File: src/rtl/fifo_arb_pkg.sv
// Shared types and sizing helpers for the FIFO write-port arbiter.
// The optional grant statistics are enabled with macro FIFO_ARB_STATS_EN.
package fifo_arb_pkg;

  typedef enum logic [1:0] {
    IDLE  = 2'd0,
    WRITE = 2'd1,
    STALL = 2'd2
  } arb_state_e;

  localparam int unsigned DROP_CNT_W = 16;

  // Index width for n items, never below one bit.
  function automatic int unsigned id_w(input int unsigned n);
    return (n <= 1) ? 1 : $clog2(n);
  endfunction

endpackage

File: src/rtl/fifo_wr_arbiter_rr_pick.sv
// Combinational round-robin finder: first set bit of req scanning upward from last+1 with wrap.
module rr_pick
  import fifo_arb_pkg::*;
#(
  parameter int unsigned N_REQ = 4,
  parameter int unsigned ID_W  = 2
) (
  input  logic [N_REQ-1:0] req,
  input  logic [ID_W-1:0]  last,
  output logic [ID_W-1:0]  win,
  output logic             any
);

  always_comb begin
    int unsigned idx;
    logic        found;
    win   = '0;
    any   = |req;
    found = 1'b0;
    idx   = 0;
    for (int unsigned k = 1; k <= N_REQ; k++) begin
      idx = (32'(last) + k) % N_REQ;
      if (!found && req[idx]) begin
        found = 1'b1;
        win   = ID_W'(idx);
      end
    end
  end

endmodule

File: src/rtl/fifo_wr_arbiter.sv
// Round-robin arbiter sharing one FIFO write port among N_REQ requesters with bounded bursts.
// Define FIFO_ARB_STATS_EN to add per-requester grant counters on port grant_cnt.
module fifo_wr_arbiter
  import fifo_arb_pkg::*;
#(
  parameter int unsigned FIFO_WIDTH = 16,
  parameter int unsigned N_REQ      = 4,
  parameter int unsigned BURST_LEN  = 2
) (
  input  logic                          clk,
  input  logic                          rst_n,
  input  logic [N_REQ-1:0]              req_valid,
  input  logic [N_REQ*FIFO_WIDTH-1:0]   req_data,
  output logic [N_REQ-1:0]              req_ready,
  output logic                          fifo_wr_en,
  output logic [FIFO_WIDTH-1:0]         fifo_data_in,
  input  logic                          full,
  input  logic                          almostfull,
  input  logic                          wr_ack,
  output logic [id_w(N_REQ)-1:0]        grant_id,
  output logic [DROP_CNT_W-1:0]         drop_cnt
`ifdef FIFO_ARB_STATS_EN
  ,
  output logic [N_REQ*16-1:0]           grant_cnt
`endif
);

  localparam int unsigned ID_W = id_w(N_REQ);
  localparam int unsigned BC_W = id_w(BURST_LEN);
  localparam logic [BC_W-1:0] BURST_MAX = BC_W'(BURST_LEN - 1);

  arb_state_e       state, state_nxt;
  logic [ID_W-1:0]  last, pick_win, win;
  logic             pick_any, hold, acc, has_grant, wr_pend;
  logic [BC_W-1:0]  burst_cnt, burst_nxt;

  rr_pick #(
    .N_REQ (N_REQ),
    .ID_W  (ID_W)
  ) u_pick (
    .req  (req_valid),
    .last (last),
    .win  (pick_win),
    .any  (pick_any)
  );

  // Burst hold only applies once someone has actually been granted; the reset value
  // of last is a scan origin, not a real previous winner.
  assign hold = has_grant && req_valid[last] && (burst_cnt < BURST_MAX);
  assign win  = hold ? last : pick_win;
  assign acc  = rst_n && pick_any && !full && !(fifo_wr_en && almostfull);

  always_comb begin
    state_nxt = state;
    req_ready = '0;
    burst_nxt = burst_cnt;
    if (acc) begin
      state_nxt      = WRITE;
      req_ready[win] = 1'b1;
      if (win == last) burst_nxt = (burst_cnt == BURST_MAX) ? burst_cnt : burst_cnt + 1'b1;
      else             burst_nxt = '0;
    end else if (pick_any) begin
      state_nxt = STALL;
    end else begin
      state_nxt = IDLE;
    end
  end

  always_ff @(posedge clk or negedge rst_n) begin
    if (!rst_n) state <= IDLE;
    else        state <= state_nxt;
  end

  always_ff @(posedge clk or negedge rst_n) begin
    if (!rst_n) begin
      fifo_wr_en   <= 1'b0;
      fifo_data_in <= '0;
      grant_id     <= '0;
      last         <= ID_W'(N_REQ - 1);
      burst_cnt    <= '0;
      has_grant    <= 1'b0;
    end else begin
      fifo_wr_en <= acc;
      if (acc) begin
        fifo_data_in <= req_data[win*FIFO_WIDTH +: FIFO_WIDTH];
        grant_id     <= win;
        last         <= win;
        burst_cnt    <= burst_nxt;
        has_grant    <= 1'b1;
      end
    end
  end

  always_ff @(posedge clk or negedge rst_n) begin
    if (!rst_n) begin
      wr_pend  <= 1'b0;
      drop_cnt <= '0;
    end else begin
      wr_pend <= fifo_wr_en;
      if (wr_pend && !wr_ack && (drop_cnt != '1)) drop_cnt <= drop_cnt + 1'b1;
    end
  end

`ifdef FIFO_ARB_STATS_EN
  always_ff @(posedge clk or negedge rst_n) begin
    if (!rst_n) begin
      grant_cnt <= '0;
    end else begin
      for (int unsigned i = 0; i < N_REQ; i++) begin
        if (req_ready[i] && (grant_cnt[i*16 +: 16] != 16'hFFFF))
          grant_cnt[i*16 +: 16] <= grant_cnt[i*16 +: 16] + 16'd1;
      end
    end
  end
`endif

endmodule

File: config.mk
export PLATFORM = sky130hd
export DESIGN_NAME = fifo_wr_arbiter
export DESIGN_NICKNAME = d
export VERILOG_FILES = /design/src/rtl/fifo_arb_pkg.sv /design/src/rtl/fifo_wr_arbiter_rr_pick.sv /design/src/rtl/fifo_wr_arbiter.sv
export SDC_FILE = /design/constraint.sdc
export NUM_CORES = 1
export LEC_CHECK = 0
export ABC_AREA = 1
export CAP_MARGIN = 20
export CORE_MARGIN = 4
export CORE_UTILIZATION = 48
export CTS_CLUSTER_SIZE = 16
export DETAILED_ROUTE_END_ITERATION = 7
export PLACE_DENSITY = 0.95
export SYNTH_ARGS = -nofsm -noshare
export SYNTH_HDL_FRONTEND = slang
export SYNTH_SLANG_ARGS = --single-unit
File: constraint.sdc
create_clock -name clk -period 2.8 [get_ports clk]
set_input_delay 0.28 -clock clk [delete_from_list [all_inputs] [get_ports clk]]
set_output_delay 0.28 -clock clk [all_outputs]
set_load 0.005 [all_outputs]
==> results of run 1 <==
-- sequential cells by signal, indices dropped and copies added, names as in the netlist --
name / flops
grant_id: 2
fifo_data_in: 16
wr_pend: 1
last: 2
has_grant: 1
burst_cnt: 1
drop_cnt: 16
fifo_wr_en: 1
-- cells in the final DEF, fill, tap and decap left out, types with 5 or more instances in the layout --
cell type        count
nor3_1               7
inv_1               84
nand2_4              5
nand2_1            147
xor2_1              10
nor2_1              15
buf_4               14
dfrtp_1             38
nand4_1              6
clkbuf_8             5
nand3_1             81
nand2_2              9
clkdlybuf4s50_1    107
xnor2_1              5
-- power by group through the flow --
stage / Clock (mW) / Combinational, mW / Sequential [mW]
3_5_place_dp: 0 / 2.87 / 0.927
2_1_floorplan: 0 / 2.18 / 0.881
6_report: 0.490 / 3.05 / 0.896
4_1_cts: 0.497 / 2.97 / 0.896
5_1_grt: 0.521 / 3.40 / 0.917
3_3_place_gp: 0 / 2.78 / 0.915
-- cell families after synthesis --
kind of cell | count (synthesis)
and+or+nand+nor | 281
DFF | 40
xor gates and xnor gates | 15
adders and majority gates | 1
muxes | 1
buffers and inverters | 106
AOI/OAI and AO/OA | 5
-- metal layers --
metal	routed length (µm)	part of all wire	vias up
li1	-	-	1594
met1	3170	0.39	1474
met2	4060	0.50	146
met3	673	0.083	17
met4	167	0.021	0
met5	0	0	-
-- metrics by stage --
step	std cells	instance area [µm²]	power (mW)	TNS (ns)	hold slack [ns]
after detailed placement	626	4070	3.80	0	0.385
after CTS	638	4230	4.36	-0.0349	0.0620
after global placement	626	4070	3.69	0	0.381
final	640	4280	4.43	0	0.0410
after floorplan	449	2940	3.06	0	-0.0156
after global routing	640	4280	4.84	-0.142	0.0865
-- critical path, stage by stage (launching register included) --
cell and delay, ns:
dfstp_2 0.61, buf_12 0.13, nand2_1 0.08, nand3_1 0.15
and2_1 0.28, nand4_1 0.14, nand3_2 0.10, nand2_2 0.08
nor2_2 0.13, clkdlybuf4s50_1 0.51
-- worst paths after layout --
check	endpoint
setup / recovery	req_ready[3]
hold reg to reg	wr_pend$_DFF_PN0_
hold / removal	wr_pend$_DFF_PN0_
setup reg to reg	fifo_data_in[14]$_DFFE_PN0P_
min in group clk	wr_pend$_DFF_PN0_
max in group asynchronous	last[1]$_DFFE_PN1P_
-- repair_timing --
| action | 4_1_cts | 5_1_grt |
|---|---|---|
| pin swaps | 0 | 1 |
| endpoints found under the setup margin | 4 | 3 |
| gates resized for setup | 2 | 10 |
| setup buffers | 4 | 2 |
-- layout make-up --
cell class	instances	area (µm²)	area share
Multi-Input combinational cell	303	1490	0.349
Timing Repair Buffer	126	1230	0.289
Sequential cell	40	1000	0.235
Inverter	88	335	0.0784
Tap cell	75	93.8	0.0219
Clock buffer	5	68.8	0.0161
Clock inverter	3	46.3	0.0108
==> results.md, run 1 <==
* Status: finished clean
* Synth Area in Compound Gates at 0.0107
* Clock sinks at 40
* First-pass GRT wire length at 13.2 mm
* Post-synth top area share at 0.324
* Die H at 86.2 µm
* Die ar. at 7430 µm²
* Tot GR Track Use at 0.216
* Post-Syn Instances at 449
* Vias in the first global route at 3040
* Maximum vdd ir drop at 0.654 mV
* Post-synth EDFFs at 0
* R2R Setup Slk at 0.48 ns
* Final WL at 8.08 mm
* Post-Route Utilization at 0.722
* IO buf count at 111
* RSZ-0062 raised after global routing: yes
* Mux cell area share after synthesis at 0.00384
* Leading area contributor after synthesis: dfrtp_1
* Req. time, crit path at 2.52 ns
* Relative slew slack at 0.667
* Mapped Area at 2940 µm²
* Hold_buf cts at 0
* Pin count of the biggest net entering global routing at 41
* Synth Register Bits at 40
* Final period util at 0.994
* Initial drt markers at 184
* Asr flop ratio synth at 1.00
* Synth Area in XOR/XNOR at 0.0448
* Met3 Use GR at 0.0504
* Synthesized-area fraction occupied by adder cells at 0.00426
* Critical path fanouts, max at 8
* Grt ovf at 0
* Startpoint types: register
* R2R depth at 14
* Root buffer cell: clkbuf_8
* Syn Nets at 523
* Synth cell types at 30
* Initial antenna violation count at 0
* Clk_lat worst skew at 0.30 ns
* IO Pins at 112
* Combinational Power Share at 0.687
* Clock Skew at 0.0124 ns
* Type of the tightest min-delay check: in2async
* Endpoints failing setup at 0
* Reg power frac at 0.202
* Final #Nets at 638
* Clk pin slew, worst setup/hold paths at 0.09 ns
* Die Wd at 86.2 µm
* Via Count at 3231
* Crit path arrival time at 2.50 ns
* Routed Antenna Nets at 0
* Max_cap viols at 0
* Simple-gate share of the synthesized area at 0.436
* Worst-case clock buffer depth at 2
* Largest cells by area after synthesis: dfrtp_1 (32%), nand2_1 (19%), nand3_1 (14%), inv_1 (11%), xor2_1 (3.0%)
* Met2 Usage GRT at 0.379
* Core Rows at 28
* CP startpoint: last[0]$_DFFE_PN1P_
* Max Fclk at 0.359 GHz
* Sw Ratio at 0.486
* Primary FF master, synth: dfrtp_1
* Worst Setup Path Type: reg2out
* Hold Fails Final Rpt at 0
* Fill count at 461
* Layout cell share with drive strength beyond 1 at 0.0973
* Clock power frac at 0.110
* Post-DP HPWL at 6.12 mm
* R2R Path Start: last[0]$_DFFE_PN1P_
* Final Slew Violations at 0
* Synth Area per Inst at 6.54 µm²
* Internal power at 2.28 mW
* GR peak layer: met2
* Drt wl/cell at 12.6 µm
* First-pass iteration count of the detailed router at 5
* Core footprint at 5920 µm²
* Num CTS Buffers at 5
* Vias per std cell at 5.05
* Top-count cell post-synth: nand2_1
* Top post-synthesis cells by count: nand2_1 (151), inv_1 (84), nand3_1 (83)
* Largest family of logic cells by synthesized area: simple AND/OR/NAND/NOR gates
* GP Congestion at 0.876
* TritonCTS clock tree: built
* Place WS at 0.134 ns
* DRC Markers at 0
* Sequential-to-total area share from yosys stat at 0.342
* Leakage power at 2.33 nW
* Worst-Margin Slew at 0.499 ns
* Synth warn at 0
* Power per standard cell area at 1040 nW/µm²
* Sw Pwr at 2.15 mW
* Initial Utilization at 0.496
* Area Overhead vs Synth at 45.7%
* PnR worst setup slack at 0.0162 ns
* Crit. End Element: output pin
* H-tree Lvls at 2
* Antenna cells at 0
* GR Util met1 at 0.257
* Clock period minus worst slack at 2.78 ns
Power figures use the tool's default switching activity.
==> run 2: changes to the inputs <==
- CORE_ASPECT_RATIO: unset -> 2
- GPL_ROUTABILITY_DRIVEN: unset -> 0
- SETUP_SLACK_MARGIN: unset -> 0.5
==> results.md, run 2 (same netlist as run 1, synthesis figures left out) <==
* Status: finished clean
* IO buf count at 111 (unchanged)
* Maximum vdd ir drop at 0.600 mV (-8.2%)
* Fin Setup TNS at 0 ns (unchanged)
* H-tree Lvls at 2 (unchanged)
* Startpoint types: register
* Met3 wire length at 653 µm (-3.0%)
* Antenna cells at 0 (unchanged)
* Die H at 119 µm (+38%)
* Crit path arrival time at 2.22 ns (-0.28 ns)
* Layout cell share with drive strength beyond 1 at 0.166 (+0.0687)
* Type of the tightest min-delay check: in2async
* Relative slew slack at 0.670 (+0.00226)
* Vias per std cell at 5.47 (+8.3%)
* Post-Route Utilization at 0.762 (+0.0397)
* Drt wl/cell at 15.7 µm (+24%)
* Clk_lat worst skew at 0.29 ns (about the same)
* Worst-Margin Slew at 0.496 ns (-0.00340 ns)
* R2R depth at 15 (+1)
* First-pass GRT wire length at 15.0 mm (+13%)
* Vias in the first global route at 3354 (+10%)
* Via Count at 3504 (+8.4%)
* Clock period minus worst slack at 2.50 ns (-0.283 ns)
* Hold Fails Final Rpt at 0 (unchanged)
* R2R Path Start: last[0]$_DFFE_PN1P_
* Worst Setup Path Type: reg2out
* Place WS at 0.174 ns (+0.0400 ns)
* PnR worst setup slack at 0.299 ns (+0.283 ns)
* Req. time, crit path at 2.52 ns (about the same)
* Die Wd at 63.3 µm (-27%)
* Max Fclk at 0.400 GHz (+11%)
* Routed Antenna Nets at 0 (unchanged)
* Final Slew Violations at 0 (unchanged)
* Max_cap viols at 0 (unchanged)
* Worst-case clock buffer depth at 2 (unchanged)
* Overall Power at 5.17 mW (+17%)
* Root buffer cell: clkbuf_16
* Fill count at 412 (-11%)
* Area Overhead vs Synth at 54.6%
* RSZ-0062 raised after global routing: yes
* First-pass iteration count of the detailed router at 5 (unchanged)
* Final WL at 10.1 mm (+25%)
* Core footprint at 5960 µm² (+0.59%)
* Hold_buf cts at 0 (unchanged)
* WL met2 at 5.43 mm (+34%)
* Final #Nets at 651 (+2.0%)
* Post-DP HPWL at 6.62 mm (+8.0%)
* Top flop regs: drop_cnt (16), fifo_data_in (16)
* Clock Skew at 0.00591 ns (-0.00651 ns)
* Critical path fanouts, max at 4 (-4)
* IO Pins at 112 (unchanged)
* Most frequent cells in the layout: nand2_1 (128), clkdlybuf4s50_1 (106), inv_1 (84), nand3_1 (78), dfrtp_1 (38)
* Endpoints failing setup at 0 (unchanged)
* Core Rows at 40 (+43%)
* Num CTS Buffers at 5 (unchanged)
* Crit. End Element: output pin
* Final period util at 0.893 (-0.101)
* Initial antenna violation count at 0 (unchanged)
* Top Layer Used: met4
* Reg2reg end: fifo_data_in[11]$_DFFE_PN0P_
* Clock sinks at 40 (unchanged)
* Tot GR Track Use at 0.247 (+0.0309)
* Die ar. at 7510 µm² (+1.0%)
* Commonest non-fill, non-tap cell in the layout: nand2_1
* Clk pin slew, worst setup/hold paths at 0.05 ns (-0.04 ns)
* Pin count of the biggest net entering global routing at 41 (unchanged)
* Initial drt markers at 345 (+88%)
* TritonCTS clock tree: built
* Met1 wire length at 3.32 mm (+4.8%)
* R2R Setup Slk at 0.45 ns (-0.03 ns)
* Initial Utilization at 0.493 (-0.00292)
* DRC Markers at 0 (unchanged)
* Leakage power at 2.46 nW (+5.5%)
* Power per standard cell area at 1140 nW/µm² (+10%)
* Grt ovf at 0 (unchanged)
-- run 2: changes by cell type in the layout (fill, tap and decap cells not counted), moves of 3 or more --
cell and delta:
nand2_1 -19, nand2_4 +13, buf_4 +9, clkbuf_16 +6, nand2_2 +6, buf_2 +4, clkbuf_8 -4, nand3_1 -3
nand3_2 +3
-- run 2: power breakdown --
group / internal (mW) / switching [mW]
Combinational: 1.57 / 2.13
Sequential: 0.762 / 0.148
Clock: 0.351 / 0.217
Total: 2.68 / 2.49
-- run 2: worst max path at each step --
stage	start	to	slack (ns)
floorplan	last[1]$_DFFE_PN1P_	req_ready[1]	0.78
global placement	req_valid[1]	req_ready[3]	0.28
detailed placement	last[0]$_DFFE_PN1P_	req_ready[1]	0.17
CTS	last[0]$_DFFE_PN1P_	req_ready[0]	0.46
global route	last[0]$_DFFE_PN1P_	req_ready[3]	0.17
finish	last[0]$_DFFE_PN1P_	req_ready[3]	0.30
-- run 2: final cells by class --
type	instances	area [µm²]	area share
Multi-Input combinational cell	303	1630	0.360
Timing Repair Buffer	138	1330	0.293
Sequential cell	40	1000	0.221
Inverter	88	335	0.0739
Clock buffer	6	139	0.0306
Tap cell	63	78.8	0.0174
Clock inverter	2	10.0	0.00221
Timing Repair inverter	1	7.51	0.00165
-- run 2: worst max-delay path, cell delays in order (launching register included) --
cell and delay [ns]:
dfstp_2 0.63, buf_6 0.14, nand2_1 0.06, nand2_1 0.15, nand2_4 0.08, nand2_4 0.08
nand3_4 0.12, nand2_4 0.10, nand3_4 0.09, nand2_4 0.11, nand2_4 0.07, nor2_1 0.14
buf_2 0.15
-- run 2: through the flow --
| step | cell area, µm² | cells | hold WS [ns] |
|---|---|---|---|
| floorplan | 2940 | 449 | -0.0156 |
| global placement | 4050 | 613 | 0.374 |
| detailed placement | 4050 | 613 | 0.377 |
| CTS | 4330 | 634 | 0.0824 |
| global route | 4540 | 641 | 0.108 |
| finish | 4540 | 641 | 0.0660 |
-- run 2: per-layer routing --
metal	track usage	up-vias
met4	0.156	0
met1	0.238	1603
li1	-	1620
met5	0	-
met3	0.0475	66
met2	0.461	215
-- run 2: repair_timing --
action,CTS,global route
gates cloned,1,1
resized for setup,32,38
pin swaps,18,20
buffers inserted,12,6
endpoints found under the hold margin,0,0
setup endpoints to repair,20,23
==> run 3: changes to the inputs <==
- MAX_ROUTING_LAYER: unset -> met4
==> results.md, run 3 (same netlist as run 1, synthesis figures left out) <==
* CP startpoint: last[0]$_DFFE_PN1P_
* Crit path arrival time at 2.23 ns (about the same)
* Fin Setup TNS at 0 ns (unchanged)
* Routed Antenna Nets at 0 (unchanged)
* Area Overhead vs Synth at 54.6% (unchanged)
* Most frequent cells in the layout: nand2_1 (128), clkdlybuf4s50_1 (106), inv_1 (84), nand3_1 (78), dfrtp_1 (38)
* Worst Setup Path Type: reg2out
* Drt wl/cell at 15.8 µm (+0.45%)
* IO Pins at 112 (unchanged)
* Die Wd at 63.3 µm (unchanged)
* Hold_buf cts at 0 (unchanged)
* H-tree Lvls at 2 (unchanged)
* Clock sinks at 40 (unchanged)
* Max_cap viols at 0 (unchanged)
* Via Count at 3469 (-1.0%)
* Vias per std cell at 5.41 (-1.0%)
* Met3 Use GR at 0.0475 (unchanged)
* Hold Fails Final Rpt at 0 (unchanged)
* Type of the tightest min-delay check: in2async
* Worst-case clock buffer depth at 2 (unchanged)
* First-pass iteration count of the detailed router at 6 (+1)
* Maximum vdd ir drop at 0.622 mV (+3.6%)
* Clock Skew at 0.00811 ns (+0.00220 ns)
* Initial antenna violation count at 0 (unchanged)
* Relative slew slack at 0.671 (+0.00144)
* Final Slew Violations at 0 (unchanged)
* Leakage power at 2.46 nW (unchanged)
* GR Util met1 at 0.240 (+0.00121)
* Num CTS Buffers at 5 (unchanged)
* Initial Utilization at 0.493 (unchanged)
* DRC Markers at 0 (unchanged)
* Met2 Usage GRT at 0.461 (unchanged)
* Antenna cells at 0 (unchanged)
* Tot GR Track Use at 0.253 (+0.00657)
* Endpoints failing setup at 0 (unchanged)
* R2R Path Start: last[0]$_DFFE_PN1P_
* GR peak layer: met2
* IO buf count at 111 (unchanged)
* Final period util at 0.896 (+0.00264)
* Die H at 119 µm (unchanged)
* Crit. End Element: output pin
* Vias in the first global route at 3357 (+0.089%)
* Power per standard cell area at 1140 nW/µm² (-0.13%)
* First-pass GRT wire length at 15.0 mm (about the same)
* Root buffer cell: clkbuf_16
* Status: finished clean
* TritonCTS clock tree: built
* Grt ovf at 0 (unchanged)
* Post-DP HPWL at 6.62 mm (unchanged)
* RSZ-0062 raised after global routing: yes
* Layout cell share with drive strength beyond 1 at 0.166 (unchanged)
* Top flop regs: drop_cnt (16), fifo_data_in (16)
* Final #Nets at 651 (unchanged)
* Clk_lat worst skew at 0.29 ns (about the same)
* Die ar. at 7510 µm² (unchanged)
* Max Fclk at 0.399 GHz (-0.29%)
* Clk pin slew, worst setup/hold paths at 0.05 ns (about the same)
* Commonest non-fill, non-tap cell in the layout: nand2_1
* Clock period minus worst slack at 2.51 ns (+0.00740 ns)
* Worst-Margin Slew at 0.493 ns (-0.00216 ns)
* PnR worst setup slack at 0.292 ns (-0.00740 ns)
* Final WL at 10.1 mm (+0.45%)
* Startpoint types: register
* Critical path fanouts, max at 4 (unchanged)
* Place WS at 0.174 ns (unchanged)
* Core Rows at 40 (unchanged)
* Pin count of the biggest net entering global routing at 41 (unchanged)
* Initial drt markers at 418 (+21%)
* Req. time, crit path at 2.52 ns (about the same)
* Core footprint at 5960 µm² (unchanged)
run 3: cell counts in the layout (fill, tap and decap cells not counted):
Identical to the previous run, type by type.
run 3: final cells by class:
class | instances | area (µm²)
Clock buffer | 6 | 139
Clock inverter | 2 | 10.0
Fill cell | 414 | 1420
Inverter | 88 | 335
Multi-Input combinational cell | 303 | 1630
Sequential cell | 40 | 1000
Tap cell | 63 | 78.8
Timing Repair Buffer | 138 | 1330
Timing Repair inverter | 1 | 7.51
run 3: repair_timing:
action | 4_1_cts | 5_1_grt
gates cloned | 1 | 1
setup endpoints to repair | 20 | 23
buffers inserted | 12 | 6
hold endpoints to repair | 0 | 0
resized for setup | 32 | 38
pin swaps | 18 | 20
run 3: critical path: stages, from the launching register on:
cell and delay [ns]:
dfstp_2 0.63, buf_6 0.14, nand2_1 0.06, nand2_1 0.17, nand2_4 0.08, nand2_4 0.08
nand3_4 0.11, nand2_4 0.10, nand3_4 0.09, nand2_4 0.11, nand2_4 0.07, nor2_1 0.14
buf_2 0.15
run 3: through the flow:
stage          hold WS [ns]  total power [mW]  instances   util  cell area [µm²]
2_1_floorplan       -0.0156              3.06        449      -             2940
3_3_place_gp          0.374              3.73        613  0.680             4050
3_5_place_dp          0.377              3.84        613  0.680             4050
4_1_cts              0.0824              4.64        634  0.726             4330
5_1_grt               0.110              5.60        641  0.762             4540
6_report             0.0655              5.17        641  0.762             4540
run 3: per-layer routing:
layer / up-vias / part of all wire
li1: 1617 / -
met1: 1584 / 0.33
met2: 210 / 0.55
met3: 58 / 0.066
met4: 0 / 0.056
met5: - / 0
run 3: final timing paths:
path | cells past startpoint | to | slack, ns
worst max-delay path | 12 | req_ready[3] | 0.29
max in group asynchronous | 2 | last[0]$_DFFE_PN1P_ | 2.38
worst min-delay path | 2 | fifo_data_in[0]$_DFFE_PN0P_ | 0.07
min in group clk | 0 | wr_pend$_DFF_PN0_ | 0.47
worst max register to register | 15 | fifo_data_in[11]$_DFFE_PN0P_ | 0.45
worst min register to register | 0 | wr_pend$_DFF_PN0_ | 0.47
run 3: power breakdown:
part           internal [mW]  switching, mW  leakage (nW)
combinational           1.57           2.12          1.89
sequential             0.762          0.150         0.500
clock                  0.351          0.216        0.0766
